`src/rtl/alu_io_bridge.sv`:
```
// alu_io_bridge: registered bridge between the CPU IO registers and NUM_CH ALU channels.
// Firmware starts an operation with a rising edge on START. The bridge pulses alu_start on
// the selected channel, waits for that channel's done flag or a timeout, and then captures
// FOUT/POUT. Firmware polls io_status and reads the captured results back.
module alu_io_bridge #(
    parameter int GENERAL_REG_WIDTH = 16,
    parameter int DATA_WIDTH        = 13,
    parameter int NUM_CH            = 2,
    parameter int CH_SEL_W          = 2,
    parameter int TIMEOUT_CYCLES    = 255,
    parameter int TO_W              = 8
) (
    input  logic                         clk,
    input  logic                         rst,
    input  logic [GENERAL_REG_WIDTH-1:0] io_control,
    input  logic [GENERAL_REG_WIDTH-1:0] io_dataoutA,
    input  logic [GENERAL_REG_WIDTH-1:0] io_dataoutB,
    output logic [GENERAL_REG_WIDTH-1:0] io_status,
    output logic [GENERAL_REG_WIDTH-1:0] io_datainA,
    output logic [GENERAL_REG_WIDTH-1:0] io_datainB,
    output logic [NUM_CH*DATA_WIDTH-1:0] alu_x,
    output logic [NUM_CH*DATA_WIDTH-1:0] alu_y,
    output logic [NUM_CH*4-1:0]          alu_type,
    output logic [NUM_CH*2-1:0]          mode_type,
    output logic [NUM_CH-1:0]            alu_start,
    input  logic [NUM_CH*DATA_WIDTH-1:0] alu_fout,
    input  logic [NUM_CH*DATA_WIDTH-1:0] alu_pout,
    input  logic [NUM_CH-1:0]            alu_is_done
);

    // Width of the CH field in io_status, which has room for two bits.
    localparam int CHF_W = (CH_SEL_W < 2) ? CH_SEL_W : 2;

    typedef enum logic [1:0] {S_IDLE, S_ISSUE, S_WAIT, S_DONE} state_t;

    state_t                state, state_nxt;
    logic                  start_q;
    logic [DATA_WIDTH-1:0] x_q, y_q, res_a, res_b;
    logic [3:0]            type_q;
    logic [1:0]            mode_q;
    logic [CH_SEL_W-1:0]   ch_q;
    logic [TO_W-1:0]       cnt;
    logic                  st_done, st_busy, st_to, st_err;

    // Decoded io_control fields.
    logic                  start_in, launch, type_ok, ch_ok, to_hit;
    logic [CH_SEL_W-1:0]   ch_sel;
    logic [3:0]            type_in;
    logic                  sel_done;
    logic [DATA_WIDTH-1:0] sel_fout, sel_pout;

    assign start_in = io_control[0];
    assign type_in  = io_control[6:3];
    assign ch_sel   = io_control[7 +: CH_SEL_W];
    assign launch   = start_in & ~start_q;
    assign type_ok  = (type_in != 4'd0) && ((type_in & (type_in - 4'd1)) == 4'd0);
    assign ch_ok    = int'(ch_sel) < NUM_CH;
    assign to_hit   = int'(cnt) == TIMEOUT_CYCLES - 1;

    // Operands and op codes are broadcast to every channel; only alu_start is per channel.
    assign alu_x     = {NUM_CH{x_q}};
    assign alu_y     = {NUM_CH{y_q}};
    assign alu_type  = {NUM_CH{type_q}};
    assign mode_type = {NUM_CH{mode_q}};

    // Upper register bits carry no meaning for this block.
    logic unused_bits;
    assign unused_bits = ^{io_dataoutA[GENERAL_REG_WIDTH-1:DATA_WIDTH],
                           io_dataoutB[GENERAL_REG_WIDTH-1:DATA_WIDTH],
                           io_control[GENERAL_REG_WIDTH-1:7+CH_SEL_W]};

    // Select the latched channel's done/result buses and drive its start pulse in ISSUE.
    always_comb begin
        // NOTE: every signal written here gets a default first, so no path leaves one
        // unassigned and infers a latch.
        sel_done  = 1'b0;
        sel_fout  = '0;
        sel_pout  = '0;
        alu_start = '0;
        for (int i = 0; i < NUM_CH; i++) begin
            if (int'(ch_q) == i) begin
                sel_done     = alu_is_done[i];
                sel_fout     = alu_fout[i*DATA_WIDTH +: DATA_WIDTH];
                sel_pout     = alu_pout[i*DATA_WIDTH +: DATA_WIDTH];
                alu_start[i] = (state == S_ISSUE);
            end
        end
    end

    // Pack status and zero-extend results onto the CPU-facing registers.
    always_comb begin
        io_status                = '0;
        io_status[3:0]           = {st_err, st_to, st_busy, st_done};
        io_status[4 +: CHF_W]    = ch_q[CHF_W-1:0];
        io_datainA               = '0;
        io_datainA[DATA_WIDTH-1:0] = res_a;
        io_datainB               = '0;
        io_datainB[DATA_WIDTH-1:0] = res_b;
    end

    // Next-state decision for the launch / issue / wait / done sequence.
    always_comb begin
        state_nxt = state;
        case (state)
            S_IDLE:  if (launch) state_nxt = (type_ok && ch_ok) ? S_ISSUE : S_DONE;
            S_ISSUE: state_nxt = S_WAIT;
            S_WAIT:  if (sel_done || to_hit) state_nxt = S_DONE;
            S_DONE:  if (!start_in) state_nxt = S_IDLE;
            default: state_nxt = S_IDLE;
        endcase
    end

    // State register.
    always_ff @(posedge clk) begin
        // NOTE: sequential state uses non-blocking assignments so every register samples
        // pre-edge values regardless of statement order.
        if (rst) state <= S_IDLE;
        else     state <= state_nxt;
    end

    // Operand latches, timeout counter, status flags and captured results.
    always_ff @(posedge clk) begin
        if (rst) begin
            start_q <= 1'b1;
            x_q     <= '0;
            y_q     <= '0;
            type_q  <= '0;
            mode_q  <= '0;
            ch_q    <= '0;
            cnt     <= '0;
            res_a   <= '0;
            res_b   <= '0;
            st_done <= 1'b0;
            st_busy <= 1'b0;
            st_to   <= 1'b0;
            st_err  <= 1'b0;
        end else begin
            start_q <= start_in;
            case (state)
                S_IDLE: if (launch) begin
                    x_q    <= io_dataoutA[DATA_WIDTH-1:0];
                    y_q    <= io_dataoutB[DATA_WIDTH-1:0];
                    type_q <= type_in;
                    mode_q <= io_control[2:1];
                    // An out-of-range channel is never stored, so the CH field stays valid.
                    ch_q   <= ch_ok ? ch_sel : '0;
                    if (type_ok && ch_ok) begin
                        st_busy <= 1'b1;
                    end else begin
                        st_done <= 1'b1;
                        st_err  <= 1'b1;
                    end
                end
                S_ISSUE: cnt <= '0;
                S_WAIT: begin
                    if (sel_done) begin
                        res_a   <= sel_fout;
                        res_b   <= sel_pout;
                        st_done <= 1'b1;
                        st_busy <= 1'b0;
                    end else begin
                        cnt <= cnt + TO_W'(1);
                        if (to_hit) begin
                            st_to   <= 1'b1;
                            st_done <= 1'b1;
                            st_busy <= 1'b0;
                        end
                    end
                end
                S_DONE: if (!start_in) begin
                    st_done <= 1'b0;
                    st_to   <= 1'b0;
                    st_err  <= 1'b0;
                end
                default: ;
            endcase
        end
    end

endmodule
```
`config.mk`:
```
export PLATFORM = sky130hd
export DESIGN_NAME = alu_io_bridge
export DESIGN_NICKNAME = d
export VERILOG_FILES = /design/src/rtl/alu_io_bridge.sv
export SDC_FILE = /design/constraint.sdc
export NUM_CORES = 1
export LEC_CHECK = 0
export BUFFER_PORTS_ARGS = -buffer_cell sky130_fd_sc_hd__buf_2
export CAP_MARGIN = 20
export CORE_MARGIN = 3
export CORE_UTILIZATION = 43
export CTS_CLUSTER_DIAMETER = 50
export DETAILED_ROUTE_END_ITERATION = 12
export PLACE_DENSITY = 0.77
export SLEW_MARGIN = 10
export SYNTH_ARGS = -nofsm -noshare
export SYNTH_HDL_FRONTEND = slang
export SYNTH_SLANG_ARGS = --single-unit
```
`constraint.sdc`:
```
create_clock -name clk -period 2 [get_ports clk]
set_input_delay 0.1 -clock clk [delete_from_list [all_inputs] [get_ports clk]]
set_output_delay 0.1 -clock clk [all_outputs]
set_load 0.01 [all_outputs]
```
Word-level counts from Yosys, hierarchy flattened
Index checks and enable logic that the tools add are counted.
W data, S select, Z words.

operators by class
  add/sub/neg operators = 2
  $mul = 0
  divide/modulo/power cells = 0
  order comparisons = 1
  eq/ne operators = 13
  shift-type cells = 0
  mux-type cells = 30
  bitwise gates (word level) = 3
  reduce and logical (&&, ||, !) cells = 20

operator list
  cell                   number
  $mux W13               4
  $pmux W8 S2            1
  $mux W1                14
  $ne A2 B2 Y1 const B   7
  $reduce_and A4 Y1      3
  $mux W2                5
  $add A8 B1 Y8 const B  1
  $eq A8 B2 Y1 const B   1
  $mux W8                1
  $pmux W2 S4            1
  $reduce_bool A2 Y1     4
  $eq A2 B2 Y1 const B   3
  $pmux W1 S2            3
  $reduce_and A2 Y1      3
  $reduce_and A5 Y1      1
  $and A4 B4 Y4          1
  $logic_not A2 Y1       2
  $logic_not A4 Y1       1
  $reduce_bool A4 Y1     1
  $sub A4 B1 Y4 const B  1
  $ne A3 B3 Y1 const B   1
  $pmux W1 S3            1
  $reduce_and A3 Y1      1
  $reduce_bool A3 Y1     1
  6 further kinds        7

word-level totals
  bits in registers = 75
  latch bits = 0
  bits in writable memories = 0
  memory bits (read-only) = 0
  input port bits = 104
  output and inout bits = 114
  logic and storage cells = 83
  memories kept = 0

Logic depth before layout (Yosys ltp)
Gate-level depths: netlist of the first run.

  depth after elaboration = 8
  gate-level depth with buffers = 8

Worst setup path after synthesis of the first run
No wires, ideal clock.

  path type = register to register
  from = reg state[0]
  to = reg res_a[12]
  library setup time = 0.086 ns
  arrival time = 1.533 ns
  data required time = 1.914 ns
  path slack = 0.381 ns
  cell stages (with the launch flop) = 9
  buffers on the path = 2
  period minus slack after synthesis = 1.619 ns
  cells stage by stage = dfxtp_1 > inv_1 > ha_1 > buf_2 > inv_1 > nor2_2 > clkbuf_1 > nor2_1 > a211oi_1

between the ends
  longest elaborated chain between the ends = 2

ends and longest elaborated chain
  what                         line  RTL
  start, declared              36    state_t state, state_nxt;
  start signal, assigned       118   else state <= state_nxt;
  $eq A2 B2 Y1                 139   case (state)
  $reduce_and A2 Y1 (no line)  --
  end signal, assigned         157   res_a <= sel_fout;
  end, declared                38    logic [DATA_WIDTH-1:0] x_q, y_q, res_a, res_b;

No other way between the ends.
A chain may end at the register's enable or synchronous reset.

Worst setup path in the final report of the first run
  from = reg state[0]
  to = reg cnt[7]

between the ends
  longest elaborated chain between the ends = 3

ends and longest elaborated chain
  what                                                                 line  RTL
  $eq A2 B2 Y1 / $eq A2 B1 Y1 (equally long branches)                  139
  $ne A2 B2 Y1 (no line) / $reduce_bool A2 Y1 (equally long branches)  --
  $reduce_and A2 Y1 (no line)                                          --
  end signal, assigned                                                 162   cnt <= cnt + TO_W'(1);
  end, declared                                                        42    logic [TO_W-1:0] cnt;

Parallel ways exist; a longest one is shown, timed or not.

==> flow_summary.ini, run 1 <==
[sta]
fmax_mhz = 592
setup_viol = 0
rsz0062_at_grt = false
period_share = 0.844
fin_worst_skew_ps = 8.18
slew-limit-headroom = 0.548
tns_ps = 0
worstMarginPinSlew_ps = 678
period_minus_slack_ps = 1690
finalHoldViolations = 0
finalMaxSlewViolations = 0

[clock_network]
cts_root_buf = clkbuf_8
clk_pin_slew_ps = 80
clk_path_buf_depth = 2
cts_buffers = 9
worstSkewPairLatency_ps = 330
cts_tree = done
cts_sinks = 74
cts_resized = 0
h-tree-depth = 3

[critical_path]
slowest_stage = dfxtp_1
path_buf_inv = 2
crit_path_end_kind = register
critPathKind = register to register
cp-start-kind = register
cp_slowest_stage_delay_ps = 390
path_cells = inv_1, ha_1, buf_4, a211o_1, or3_1, a21oi_1
cp.arrival_ps = 1960
crit_fanout = 7
crit_required_ps = 2270
path_delay_family = compound AO/OA/AOI/OAI gates

[route]
wl_per_cell_microns = 13.3
wl_microns = 9240
vias_per_cell = 4.87
via_count = 3383
postRouteAntennaNets = 0
dr.pass1.iters = 4
drt_iter0_drc = 62
drc = 0

[global_route]
grt_pass1_wl_microns = 14700
grt_antenna_before_repair = 0
track_usage = 0.186
grt-ovfl-total = 0
grt_max_degree = 53
grt_pass1_vias = 3170

[floorplan]
ios = 218
die-width_microns = 97
fp-row-count = 32
core_area_sq_um = 7890
die_h_microns = 97
die_area_sq_um = 9410
initial_utilization = 0.451

[yosys]
yosys.cell_types.count = 42
synth_area_sq_um = 3560
synth_area_leaders = dfxtp_1 42%, buf_4 11%, nand2_1 7.5%
synthesis.instances = 419
synth_top_area_frac = 0.416
seq_area_frac_synth = 0.416
ys.flop_type = dfxtp_1
synth_top_area_cell = dfxtp_1
syn-mean-instance-area_sq_um = 8.50
synth_edf_count = 0
synth_warnings = 0
synth.cells.most_frequent = 74 x dfxtp_1, 71 x nand2_1, 53 x buf_4
synth.most_common_cell = dfxtp_1
async_flop_share = 0
synth_seq_cells = 74

[placement]
dp_hpwl_microns = 6760
place_congestion = 0.884
port_buffers = 187
post_dp_cell_area_sq_um = 4280
place_inst = 655

[layout]
drive_above_1_share = 0.368
fillCellCount = 724
finalNonFillerCells = 695
area_growth_pct = 32.6
design_area_sq_um = 4720
nets = 698
ff_latch_area_sq_um = 1480
insertedDiodeCount = 0
multiInputGateArea_sq_um = 1620

[status]
status = complete, no violations

[job]
cap_violations = 0

[pwr]
ir_drop_v = 0.000444
power_uw = 4390
leakagePower_uw = 0.00214
p_per_area_nw_per_um2 = 930

[hold_path]
hp-class = input pin to register
==> layout by cell type (no fill, tap or decap), types with 2 or more instances in the layout <==
cell type      synthesis  layout
a21oi_1               43      43
conb_1                 1      17
o221a_1                2       2
xnor2_1                2       2
buf_12                 0       2
buf_2                  4     187
o211ai_1               2       2
nand4_1                2       2
a31oi_1                3       3
nor2_1                33      32
a22oi_1                2       2
clkinvlp_4             0       3
inv_1                  8       8
and4_1                 2       2
nand3_1                2       2
xor2_1                 2       2
nor3_1                 2       2
dlygate4sd3_1          0      24
dfxtp_1               74      73
or3_1                  3       3
and2_1                 3       3
a211oi_1              29      29
buf_4                 53       6
ha_1                   6       6
mux2i_1               26      26
nand2_1               71      71
nand2b_1               3       3
clkbuf_8               0      10
o21ai_0                7       7
==> report_power, final <==
group / total, uW / internal [uW] / switching [uW]
clock network: 1170 / 610 / 555
logic: 1440 / 608 / 832
registers: 1790 / 1670 / 116
total: 4390 / 2890 / 1500
==> worst register-to-register path, cell delays in order, from the launching register on <==
cell     delay [ps]
dfxtp_1         390
inv_1            80
ha_1            250
buf_4           180
a211o_1         290
or3_1           310
a21oi_1         140
==> metrics by stage <==
step	utilization	setup slack (ps)	hold slack, ps
floorplan	-	381	207
finish	0.599	311	20.6
global route	0.599	168	14.0
CTS	0.597	312	4.85
detailed placement	0.542	319	347
global placement	0.542	367	340
==> what timing repair did <==
item | 4_1_cts | 5_1_grt
hold buffers | 23 | 1
setup buffers | 0 | 0
endpoints found under the hold margin | 23 | 1
==> cell families after synthesis <==
| logic type | share of synthesized area |
|---|---|
| AOI/OAI and AO/OA | 0.168 |
| xor gates and xnor gates | 0.00984 |
| adders and majority gates | 0.0211 |
| buffers and inverters | 0.149 |
| DFF | 0.416 |
| muxes | 0.0836 |
| other | 0.00105 |
| and+or+nand+nor | 0.151 |
==> layout make-up <==
class	count	area share
Multi-Input combinational cell	276	0.342
Clock inverter	6	0.0140
Clock buffer	10	0.0291
Inverter	8	0.00636
Sequential cell	74	0.314
Timing Repair Buffer	219	0.267
Tap cell	102	0.0270
==> routing by layer <==
metal	track usage	up-vias	part of all wire
met5	0	-	0
met4	0.0518	0	0.0094
met3	0.0598	10	0.084
met2	0.337	150	0.51
met1	0.206	1520	0.39
li1	-	1703	-
==> registers in the layout, indices dropped and copies added, names as in the netlist <==
register,count
res_a,13
st_to,1
res_b,13
type_q,4
cnt,8
mode_q,2
state,2
x_q,13
st_done,1
ch_q,1
start_q,1
st_busy,1
y_q,13
st_err,1
==> final timing paths <==
kind | from | to | depth (start not counted) | slack, ps
min | io_dataoutA[1] | x_q[1] | 3 | 20
max | state[0] | cnt[7] | 6 | 310
max reg2reg | state[0] | cnt[7] | 6 | 310
min reg2reg | y_q[3] | y_q[3] | 2 | 470
Power figures use the tool's default switching activity.
==> run 2: changes to the inputs <==
--- a/config.mk
+++ b/config.mk
@@ -8,10 +8,10 @@
 export BUFFER_PORTS_ARGS = -buffer_cell sky130_fd_sc_hd__buf_2
 export CAP_MARGIN = 20
 export CORE_MARGIN = 3
-export CORE_UTILIZATION = 43
+export CORE_UTILIZATION = 39
 export CTS_CLUSTER_DIAMETER = 50
 export DETAILED_ROUTE_END_ITERATION = 12
-export PLACE_DENSITY = 0.77
+export PLACE_DENSITY = 0.74
 export SLEW_MARGIN = 10
 export SYNTH_ARGS = -nofsm -noshare
 export SYNTH_HDL_FRONTEND = slang
==> constraint.sdc (replaced) <==
create_clock -name clk -period 1.4 [get_ports clk]
set_input_delay 0.07 -clock clk [delete_from_list [all_inputs] [get_ports clk]]
set_output_delay 0.07 -clock clk [all_outputs]
set_load 0.01 [all_outputs]
==> run 2 against run 1 <==
  * Die area up 9.6%
  * Largest cell class unchanged
  * Critical endpoint unchanged
  * Hold slack lost 5.2 ps
  * Largest power group is now combinational logic
  * The flow now finishes with violations (negative setup slack)
  * Critical path depth fell by 2
==> flow_summary.ini, run 2 (synthesis gave the netlist of run 1 again) <==
[pwr]
p_sw_frac = 0.328
p_per_area_nw_per_um2 = 1380
netSwitchingPower_uw = 2450
power_uw = 7480
ir_drop_v = 0.000730
leakagePower_uw = 0.00243
p_int_uw = 5030
p_seq_frac = 0.341
clock_power_share = 0.267
comb_power_share = 0.392

[layout]
final_cell_mix = 187 x buf_2, 71 x nand2_1, 71 x dfxtp_1
insertedDiodeCount = 0
multiInputGateArea_sq_um = 1800
area_growth_pct = 52.0
drive_above_1_share = 0.456
layout_commonest_cell = buf_2
finalNonFillerCells = 740
design_area_sq_um = 5410
ff_latch_area_sq_um = 1490
fillCellCount = 739
nets = 738

[sta]
period_minus_slack_ps = 1570
setup_viol = 37
finalMaxSlewViolations = 0
fin_ws_ps = -173
period_share = 1.12
fin_worst_skew_ps = 14.2
whs_ps = 15.4
rsz0062_at_grt = true
finalHoldViolations = 0
fmax_mhz = 636

[route]
wl_microns = 10900
vias_per_cell = 4.89
wl_per_cell_microns = 14.7
dr.pass1.iters = 4
via_count = 3619
drt_iter0_drc = 99
drc = 0
postRouteAntennaNets = 0

[critical_path]
path_cells = mux2_4, a211o_1, or3_1, a21oi_2
critPathKind = register to register
slowest_stage = dfxtp_4
cp_slowest_stage_delay_ps = 390
crit_fanout = 4
cp-start-kind = register
cp.arrival_ps = 1840
crit_required_ps = 1670
crit_path_end_kind = register

[clock_network]
clk_path_buf_depth = 2
cts_buffers = 9
cts_tree = done
cts_sinks = 74
cts_root_buf = clkbuf_8
clk_pin_slew_ps = 80
h-tree-depth = 3
worstSkewPairLatency_ps = 340

[hold_path]
hp-class = input pin to register

[floorplan]
die_area_sq_um = 10300
initial_utilization = 0.404
core_area_sq_um = 8810
die-width_microns = 102
fp-row-count = 34
ios = 218
die_h_microns = 102

[placement]
port_buffers = 187
post_dp_cell_area_sq_um = 4450
detailedPlace.worstSlack_ps = -153
place_congestion = 0.788
place_inst = 679
dp_hpwl_microns = 7110

[global_route]
grt_antenna_before_repair = 0
grt_pass1_wl_microns = 15400
grt_max_degree = 33
track_usage = 0.187
grt_pass1_vias = 3369
grt-ovfl-total = 0

[status]
violations = negative setup slack
status = finished with violations

[job]
cap_violations = 0
==> run 2: changes by cell type in the layout (fill, tap and decap cells not counted), moves of 4 or more <==
cell           delta
clkbuf_16         +4
dlygate4sd3_1     +5
buf_4            +21
inv_2             +4
a211oi_1         -20
inv_1             -4
buf_6             +6
a211oi_2         +20
ha_1              -4
==> run 2: worst paths after layout <==
kind | startpoint | to | slack (ps) | cells after the start
max reg2reg | ch_q[0] | cnt[7] | -170 | 4
max | ch_q[0] | cnt[7] | -170 | 4
min reg2reg | x_q[0] | x_q[0] | 470 | 2
min | io_control[5] | type_q[2] | 20 | 3
==> run 2: repair_timing <==
item	4_1_cts	5_1_grt
gates resized for setup	31	17
pin swaps	3	8
endpoints found under the hold margin	29	0
hold buffers	29	0
setup endpoints to repair	41	73
setup buffers	2	9
gates cloned	1	5
==> run 2: stage by stage <==
stage           util  setup TNS, ps
2_1_floorplan      -           -507
3_3_place_gp   0.505           -960
6_report       0.615          -2000
3_5_place_dp   0.505          -2530
4_1_cts        0.586          -1630
5_1_grt        0.615          -4980
==> run 2: critical path: cells and delay by family (launching register included) <==
kind	cells	cell delay, ps
flops	1	390
simple gates	1	370
compound gates	2	420
mux	1	320
==> run 2: power by group through the flow <==
| stage | Combinational (uW) | Sequential, uW | Clock [uW] |
|---|---|---|---|
| finish | 2940 | 2550 | 1990 |
| floorplan | 1370 | 2680 | 0 |
| CTS | 2640 | 2540 | 2040 |
| detailed placement | 2330 | 2580 | 0 |
| global placement | 2270 | 2580 | 0 |
| global route | 3200 | 2580 | 2110 |
==> run 2: area by class of cell <==
type | count | area share
multi-input cells | 276 | 0.332
repair buffers | 259 | 0.319
flip-flops and latches | 74 | 0.275
clock buffers | 10 | 0.0254
well taps | 108 | 0.0250
clock inverters | 5 | 0.0190
inverters | 8 | 0.00555
==> run 2: layer usage <==
layer / share of wire / vias to the layer above / global-route usage
met2: 0.51 / 178 / 0.342
met3: 0.088 / 23 / 0.0434
met4: 0.023 / 0 / 0.0654
met5: 0 / - / 0
li1: - / 1773 / -
met1: 0.38 / 1645 / 0.211
==> run 3: changes to the inputs <==
--- a/config.mk
+++ b/config.mk
@@ -5,6 +5,7 @@
 export SDC_FILE = /design/constraint.sdc
 export NUM_CORES = 1
 export LEC_CHECK = 0
+export ABC_AREA = 1
 export BUFFER_PORTS_ARGS = -buffer_cell sky130_fd_sc_hd__buf_2
 export CAP_MARGIN = 20
 export CORE_MARGIN = 3
==> run 3 against run 2 <==
  * The flow now finishes without violations
  * Combinational power up 6%
  * Flip-flop and latch count unchanged
  * Register-to-register slack better by 190 ps
  * Clock-buffer cell count unchanged
  * Largest cell class is now buffers
  * Largest power group unchanged
==> flow_summary.ini, run 3 <==
[clock_network]
cts_buffers = 9
clk_pin_slew_ps = 80
cts_sinks = 74
h-tree-depth = 3
worstSkewPairLatency_ps = 340
clk_path_buf_depth = 2
cts_root_buf = clkbuf_8
cts_tree = done

[yosys]
synth_area_sq_um = 3560
seq_area_frac_synth = 0.416
synth_edf_count = 0
ys.flop_type = dfxtp_1
synth.most_common_cell = nand2_1
synthAdderAreaFrac = 0.0211
synthesis.instances = 482
syn-mean-instance-area_sq_um = 7.39
synth_top_family_by_area = compound AO/OA/AOI/OAI gates
async_flop_share = 0
synthMuxAreaShare = 0
synth_area_leaders = dfxtp_1 42%, buf_4 12%, nand2_1 9.1%
synth_top_area_frac = 0.416
synth_compound_area_frac = 0.213
synth.cells.most_frequent = 86 x nand2_1, 74 x dfxtp_1, 57 x inv_1, 57 x o21ai_0, 55 x buf_4
yosys.cell_types.count = 27
synth_top_area_cell = dfxtp_1
synth-simple-area-share = 0.142
synth_warnings = 0
synthXorXnorAreaFrac = 0
synth_seq_cells = 74

[global_route]
grt_pass1_wl_microns = 17000
grt-ovfl-total = 0
grt_pass1_vias = 3778
track_usage = 0.207
grt_antenna_before_repair = 0
grt_max_degree = 66

[layout]
ff_latch_area_sq_um = 1490
final_cell_mix = 187 x buf_2, 81 x nand2_1, 69 x dfxtp_1
layout_commonest_cell = buf_2
fillCellCount = 742
nets = 820
insertedDiodeCount = 0
area_growth_pct = 53.2
finalNonFillerCells = 823
drive_above_1_share = 0.375
multiInputGateArea_sq_um = 1530

[route]
postRouteAntennaNets = 0
wl_per_cell_microns = 13.6
drc = 0
via_count = 3972
vias_per_cell = 4.83
drt_iter0_drc = 198
dr.pass1.iters = 5
wl_microns = 11200

[critical_path]
crit_fanout = 5
slowest_stage = dfxtp_4
cp.arrival_ps = 1650
path_buf_inv = 3
cp_common_cell = nand2_2
cp_slowest_stage_delay_ps = 380
crit_path_end_kind = register
crit_required_ps = 1670
cp-start-kind = register
path_cells = buf_4, ha_4, nand2_2, inv_1, nor2_2, nand2_2, inv_4, o21ai_0, a21oi_1
critPathKind = register to register
path_delay_family = flip-flops

[floorplan]
initial_utilization = 0.405
die_area_sq_um = 10300
core_area_sq_um = 8810
ios = 218
die-width_microns = 102
fp-row-count = 34
die_h_microns = 102

[placement]
place_congestion = 0.811
dp_hpwl_microns = 6960
place_inst = 741
port_buffers = 187

[sta]
rsz0062_at_grt = true
tns_ps = 0
period_share = 0.986
finalMaxSlewViolations = 0
setup_viol = 0
period_minus_slack_ps = 1380
whs_ps = 18.8
finalHoldViolations = 0
fmax_mhz = 724
fin_worst_skew_ps = 8.63

[pwr]
ir_drop_v = 0.000622
power_uw = 7640
p_per_area_nw_per_um2 = 1400
leakagePower_uw = 0.00272

[hold_path]
hp-class = input pin to register

[job]
cap_violations = 0

[status]
status = complete, no violations
## run 3: changes by cell type in the layout (fill, tap and decap cells not counted), moves of 8 or more
cell,previous run,this run
a211oi_2,20,0
nand2_1,71,81
a31oi_1,3,26
dlygate4sd3_1,29,63
a211oi_1,9,1
o21ai_1,1,11
o21ai_0,6,51
mux2i_1,26,0
inv_1,4,54
nor2_1,31,13
## run 3: path summary, 6_finish.rpt
path	to	slack (ps)	cells past startpoint	start
worst max register to register	state[0]	20	9	state[1]
worst max-delay path	state[0]	20	9	state[1]
worst min-delay path	res_b[11]	20	3	alu_pout[24]
worst min register to register	st_err	450	2	st_err
## run 3: worst register-to-register path: stages (launching register included)
cell and delay (ps):
dfxtp_4 380, buf_4 150, ha_4 160, nand2_2 70, inv_1 50, nor2_2 120
nand2_2 90, inv_4 90, o21ai_0 80, a21oi_1 130
## run 3: cells by family after synthesis
family,count (synthesis)
buf+inv,137
simple gates,121
other cells,1
flops,74
compound gates,143
fa+ha+maj,6
## run 3: stage by stage
| step | area, sq um | setup WS (ps) | util |
|---|---|---|---|
| floorplan | 3620 | -18.6 | - |
| global route | 5460 | -35.4 | 0.620 |
| global placement | 4410 | 22.6 | 0.501 |
| CTS | 5320 | 1.12 | 0.604 |
| finish | 5460 | 19.3 | 0.620 |
| detailed placement | 4410 | -62.7 | 0.501 |
## run 3: power by group
group	switching, uW	internal, uW	leakage (uW)	total (uW)
sequential	217	2460	0.000605	2670
clock	841	1010	0.000107	1850
combinational	1650	1470	0.00201	3120
total	2710	4940	0.00272	7640
## run 3: metal layers
metal | GRT usage | wire [microns] | up-vias
met2 | 0.362 | 5570 | 212
met3 | 0.0620 | 941 | 26
met4 | 0.0951 | 284 | 0
li1 | - | - | 1952
met1 | 0.230 | 4430 | 1782
met5 | 0 | 0 | -
## run 3: cell type report
cell class	count	share of cell area
well taps	108	0.0248
repair buffers	278	0.339
flip-flops and latches	74	0.273
multi-input cells	287	0.280
clock inverters	6	0.0165
clock buffers	10	0.0234
inverters	60	0.0436
## run 3: what timing repair did
| item | 4_1_cts | 5_1_grt |
|---|---|---|
| buffers inserted | 0 | 3 |
| pin swaps | 0 | 12 |
| hold buffers | 63 | 0 |
| gates cloned | 1 | 0 |
| endpoints found under the setup margin | 19 | 73 |
| gates resized for setup | 11 | 38 |
| hold endpoints to repair | 43 | 0 |
